[src/rtl/ro_count_frame_serializer.sv]
// ro_count_frame_serializer: snapshots N ring-oscillator counts and shifts them out as one framed, parity-protected bitstream
module ro_count_frame_serializer #(
  parameter int NUM_CH = 4,
  parameter int CNT_W = 32,
  parameter int SYNC_W = 8,
  parameter logic [63:0] SYNC_WORD = 64'hA5,
  parameter bit MSB_FIRST = 1'b0,
  parameter int SEL_W = (NUM_CH > 1) ? $clog2(NUM_CH) : 1
) (
  input  logic                    data_clk,
  input  logic                    reset,
  input  logic                    start,
  input  logic [NUM_CH*CNT_W-1:0] cnt_flat,
  output logic                    busy,
  output logic                    frame_valid,
  output logic                    frame_done,
  output logic [SEL_W-1:0]        sel,
  output logic                    data_out
);
  localparam int BW = $clog2(CNT_W);
  localparam int SW = (SYNC_W > 1) ? $clog2(SYNC_W) : 1;
  localparam logic [2:0] IDLE = 3'd0, SYNC = 3'd1, DATA = 3'd2, PAR = 3'd3, DONE = 3'd4;
  logic [2:0] state_q, state_d;
  logic [SW-1:0] sidx_q, sidx_d;
  logic [BW-1:0] bidx_q, bidx_d;
  logic [SEL_W-1:0] ch_q, ch_d, sel_q, sel_d;
  logic [NUM_CH*CNT_W-1:0] snap_q, snap_d;
  logic busy_q, busy_d, done_q, done_d, dout_q, dout_d;
  logic [CNT_W-1:0] word;
  always_comb begin
    state_d = state_q;
    sidx_d = sidx_q;
    bidx_d = bidx_q;
    ch_d = ch_q;
    snap_d = snap_q;
    case (state_q)
      SYNC:
        if (int'(sidx_q) == SYNC_W - 1) begin
          state_d = DATA;
          bidx_d = '0;
          ch_d = '0;
        end else sidx_d = sidx_q + 1'b1;
      DATA: if (int'(bidx_q) == CNT_W - 1) state_d = PAR; else bidx_d = bidx_q + 1'b1;
      PAR:
        if (int'(ch_q) == NUM_CH - 1) state_d = DONE;
        else begin
          state_d = DATA;
          bidx_d = '0;
          ch_d = ch_q + 1'b1;
        end
      default: begin
        state_d = start ? SYNC : IDLE;
        sidx_d = '0;
        snap_d = start ? cnt_flat : snap_q;
      end
    endcase
    // outputs are decoded from the next state so they land registered in the same cycle as it
    word = CNT_W'(snap_d >> (int'(ch_d) * CNT_W));
    busy_d = state_d inside {SYNC, DATA, PAR};
    done_d = state_d == DONE;
    sel_d = (state_d == DATA || state_d == PAR) ? ch_d : '0;
    dout_d = state_d == SYNC ? 1'(SYNC_WORD >> (SYNC_W - 1 - int'(sidx_d))) :
             state_d == DATA ? 1'(word >> (MSB_FIRST ? CNT_W - 1 - int'(bidx_d) : int'(bidx_d))) :
             state_d == PAR  ? ^word : 1'b0;
  end
  always_ff @(posedge data_clk) begin
    if (!reset) begin
      state_q <= IDLE;
      sidx_q <= '0;
      bidx_q <= '0;
      ch_q <= '0;
      snap_q <= '0;
      busy_q <= 1'b0;
      done_q <= 1'b0;
      sel_q <= '0;
      dout_q <= 1'b0;
    end else begin
      state_q <= state_d;
      sidx_q <= sidx_d;
      bidx_q <= bidx_d;
      ch_q <= ch_d;
      snap_q <= snap_d;
      busy_q <= busy_d;
      done_q <= done_d;
      sel_q <= sel_d;
      dout_q <= dout_d;
    end
  end
  assign busy = busy_q;
  assign frame_valid = busy_q;
  assign frame_done = done_q;
  assign sel = sel_q;
  assign data_out = dout_q;
endmodule
[config.mk]
export PLATFORM = sky130hd
export DESIGN_NAME = ro_count_frame_serializer
export DESIGN_NICKNAME = d
export VERILOG_FILES = /design/src/rtl/ro_count_frame_serializer.sv
export SDC_FILE = /design/constraint.sdc
export NUM_CORES = 1
export LEC_CHECK = 0
export BUFFER_PORTS_ARGS = -buffer_cell sky130_fd_sc_hd__buf_2
export CORE_ASPECT_RATIO = 0.9
export CORE_MARGIN = 4
export CORE_UTILIZATION = 43
export DETAILED_ROUTE_END_ITERATION = 8
export SLEW_MARGIN = 30
export SYNTH_ARGS = -nofsm -noshare
export SYNTH_HDL_FRONTEND = slang
export SYNTH_SLANG_ARGS = --single-unit
export TNS_END_PERCENT = 1
[constraint.sdc]
create_clock -name data_clk -period 5.1 [get_ports data_clk]
set_clock_uncertainty 0.2 [all_clocks]
set_input_delay 0.765 -clock data_clk [delete_from_list [all_inputs] [get_ports data_clk]]
set_output_delay 0.765 -clock data_clk [all_outputs]
set_load 0.01 [all_outputs]
Yosys cells after proc, flatten, opt, wreduce, memory -nomap -nowiden
Index checks and enable logic that the tools add are counted.
Operators by class
  shifts and indexed selects: 3
  muxes and demuxes: 19
  equality and inequality tests: 10
  reductions and logical operators: 6
  $add $sub $neg: 4
Operators by type and width (count)
  128-bit 2-to-1 mux: 2
  128-bit by 7-bit right shift with 32-bit output: 1
  32-bit parity: 1
  32-bit by 5-bit right shift with 1-bit output: 1
  8-bit by 32-bit right shift with 1-bit output, first input constant: 1
  5-bit 2-to-1 mux: 3
  5-bit case mux with 3 select lines: 1
  3-bit by 2-bit == test with 1-bit output, second input constant: 4
  3-bit 2-to-1 mux: 4
  3-bit by 1-bit == test with 1-bit output, second input constant: 3
  3-bit case mux with 3 select lines: 1
  3-bit case mux with 2 select lines: 1
  5-bit by 1-bit adder with 5-bit output, second input constant: 1
  5-bit by 1-bit == test with 1-bit output, second input constant: 1
  1-bit 2-to-1 mux: 4
  2-bit 2-to-1 mux: 2
  2-bit case mux with 2 select lines: 1
  3-bit by 3-bit subtractor with 4-bit output, first input constant: 1
  3-bit by 1-bit adder with 3-bit output, second input constant: 1
  3-bit == test, second input constant: 1
  3-bit nonzero test: 1
  3-bit OR reduction: 1
  2-bit by 1-bit adder with 2-bit output, second input constant: 1
  2-bit by 1-bit == test with 1-bit output, second input constant: 1
  other kinds (3): 3
Word-level totals
  output and inout bits: 6
  logic and storage cells: 51
  bits in registers: 146

Depth between registers and ports, before layout
  word-level depth: 8
  mapped depth: 16

Worst setup path after synthesis
Ideal clock, no wire load.
  path kind: register to register
  start point: register sidx_q[0]
  end point: register dout_q (netlist: data_out)
  required time: 4.826 ns
  cell stages (with the launch flop): 16
  buffers on the path: 3
  arrival: 3.230 ns
  setup time: 0.074 ns
  path slack: 1.596 ns
  path through: dfxtp_1 > ha_1 > buf_4 > a21oi_2 > o21ai_2 > and2_1 > buf_4 > clkbuf_1 > mux4_2 > o21ai_0 > xnor2_1 > xnor2_2 > xnor3_1 > xnor3_1 > nand3_1 > a31oi_1
On the way
  longest elaborated chain between the ends: 8
  elaborated cells between the ends (all ways): 21
Ends and longest elaborated chain
  from (decl): line 24  | logic [SW-1:0] sidx_q, sidx_d;
  from (signal assigned): line 79  | sidx_q <= sidx_d;
  parallel branches: the longest is 7 deep, another holds 128-bit by 7-bit right shift with 32-bit output
  1-bit 2-to-1 mux *: line 62  | dout_d = state_d == SYNC ? 1'(SYNC_WORD >> (SYNC_W - 1 - int'(sidx_d))) :
  to (signal assigned): line 86  | dout_q <= dout_d;
  to (decl): line 28  | logic busy_q, busy_d, done_q, done_d, dout_q, dout_d;
Mark *: on every way between the ends.
A chain may end at the register's enable or synchronous reset.

Worst setup path after layout
Ends and elaborated chain as after synthesis.

==> flow_summary.ini <==
[place]
gp_congestion = 0.8523
dp_cells = 1160
dp_hpwl_mm = 14.76
post-place-ws_ns = 0.9863
io_buffers = 136

[critical_path]
cpLargestDelayFamily = XOR/XNOR gates
cp-end-kind = flip-flop
crit_path_start_kind = flip-flop
cp_cell_sequence = ha_1 -> a21oi_2 -> o21ai_2 -> and2_2 -> mux4_2 -> o21ai_1 -> xor2_1 -> xnor3_1 -> xnor3_1 -> xnor3_1 -> nand3_1 -> a31oi_1
crit_path_frequent_cell = xnor3_1
cp_max_fo = 21
crit_path_top_delay_cell = and2_2
path_buf_inv = 0
crit_required_ns = 5.20
critPathArrivalTime_ns = 4.25
path_class = reg2reg
max_stage_delay_ns = 0.59

[synth]
synth_area_sq_um = 7669
synth_cells = 833
ys_types = 60
syn_avg_cell_area_sq_um = 9.206
synthTopCellsByArea = dfxtp_1 38%, mux2i_1 13%, nor2b_1 7.1%
synth_async_sr_flop_share_pct = 0
ys_top_cells_by_count = 146 x dfxtp_1, 133 x nand2_1, 98 x mux2i_1
synth-edff-count = 0
synth-seq-cells = 146
synth_most_common_cell = dfxtp_1
syn-num-nets = 966
yosys.area.top_type_share_pct = 38.11
ys_warn_count = 0
synth_seq_area_share_pct = 38.11
synth_area_leader_cell = dfxtp_1
synthFlopType = dfxtp_1

[drt]
first_pass_iters = 5
vias = 6268
drc_errors = 0
wire_per_inst_microns = 17.15
detail_route.iter0.violations = 386
wirelength_mm = 20.44
viasPerCell = 5.258
ant_nets = 0

[global_route]
grt_pass1_wl_mm = 32.63
grt_start_max_net_pins = 69
grt_pass1_vias = 6178
antenna_found_initial = 0
overflow = 0
grtUsageTotal_pct = 20.62

[timing]
drv_slew = 0
clock.fmax_ghz = 0.2409
setup_tns_ns = 0
worstMarginPinSlew_ns = 0.8571
finalCriticalPeriod_ns = 4.150
rsz0062_at_grt = no
fin_crit_sh_pct = 81.38
slew_headroom_pct = 42.72
hold_violations = 0
fin_ws_ns = 0.9497
setup_viol = 0

[outcome]
status = completed

[clock_tree]
clk_latency_ns = 0.42
cts.htree.levels = 4
cts_tree = done
cts_buffers = 17
cts.sinks = 146
cts-root-buf = clkbuf_16
postCtsSetupBuffers = 0
clk_path_buf_depth = 2
cts_resized = 0
holdBufCountCts = 0
clk_pin_slew_ns = 0.06

[cells_and_area]
antenna_cells = 0
final_cells = 1192
final_layout_size_suffix_gt1_share_pct = 22.06
syn2layout_area_growth_pct = 18.34
fin_nets = 1072

[floorplanning]
coreArea_sq_um = 17550
die_x_microns = 148.8
die_height_microns = 134.7
start_util_pct = 43.68
die_area_sq_um = 20040
core.rowCount = 46
io_pins = 137

[power]
p_per_area_nw_per_um2 = 342.8
p_leak_nw = 3.791
peakVddDrop_uv = 320.5

[worst_hold_path]
hold_path.class = reg2reg

[run]
max_cap_violations = 0
==> final timing paths <==
kind	depth (start not counted)	start	slack, ns	endpoint
setup / recovery	12	sidx_q[0]	0.95	data_out
hold / removal	2	snap_q[18]	0.26	snap_q[18]
setup reg to reg	12	sidx_q[0]	0.95	data_out
hold reg to reg	2	snap_q[18]	0.26	snap_q[18]
==> stage by stage <==
step | instance area (sq um) | power, W | utilization, % | hold WS (ns)
floorplan | 7669 | 0.001665 | - | 0.2396
global placement | 8446 | 0.001807 | 48.11 | 0.2505
detailed placement | 8446 | 0.001809 | 48.11 | 0.2576
CTS | 9075 | 0.003140 | 51.70 | 0.2655
global route | 9075 | 0.003240 | 51.70 | 0.2769
finish | 9075 | 0.003111 | 51.70 | 0.2612
==> final cells by class <==
class                   count  area [sq um]
clock buffers              22         474.2
clock inverters            10         155.1
fillers                  1673          8479
inverters                   4         15.01
multi-input cells         615          4384
flip-flops and latches    146          2923
well taps                 240         300.3
repair buffers            155         823.3
==> flip-flops by register name, indices dropped and copies added, names as in the netlist <==
| signal | cells |
|---|---|
| snap_q | 128 |
| sel | 2 |
| state_q | 3 |
| busy | 1 |
| frame_done | 1 |
| data_out | 1 |
| ch_q | 2 |
| sidx_q | 3 |
| bidx_q | 5 |
==> cells in the final DEF (no fill, tap or decap), types with 3 or more instances in the layout <==
master and instances:
o21ai_1 6, dfxtp_1 146, and3_1 5, mux4_2 11
xnor3_1 6, a221oi_1 3, a22o_1 6, a32oi_1 12
xor2_1 8, a31oi_1 5, clkbuf_8 3, a32o_1 13
nand2_1 133, o22ai_1 3, nand2b_1 6, buf_2 136
buf_4 19, xnor2_1 12, and2_1 3, nand3_1 8
a21boi_0 55, mux2i_1 98, clkbuf_16 17, nor2b_1 87
inv_1 4, nor3_1 10, a22oi_1 12, a211oi_1 12
o21ai_0 15, a21oi_1 12, nor2_1 39, clkinv_2 4
bufinv_16 4
==> cell families after synthesis <==
family,share of synthesized area (%)
and+or+nand+nor,18.71
AOI/OAI and AO/OA,17.25
DFF,38.11
muxes,16.17
buffers and inverters,4.862
xor gates and xnor gates,4.568
adders and majority gates,0.3263
==> where the power goes <==
part           internal, W  switching (W)
clock             0.000854       0.000474
sequential         0.00121      0.0000231
combinational     0.000295       0.000257
==> tightest hold or removal path, delay by kind of cell (launching register included) <==
kind               cells  cell delay, ns
AOI/OAI and AO/OA      1            0.06
and+or+nand+nor        1            0.04
DFF                    1            0.30
==> layer usage <==
metal	vias up	global-route usage (%)	wire length (microns)
met5	-	0	0
met4	0	5.745	243
met3	18	4.732	1096
met2	168	31.56	8984
met1	2936	29.38	10120
li1	3146	-	-
No activity file was read; power rests on OpenSTA's default activity.
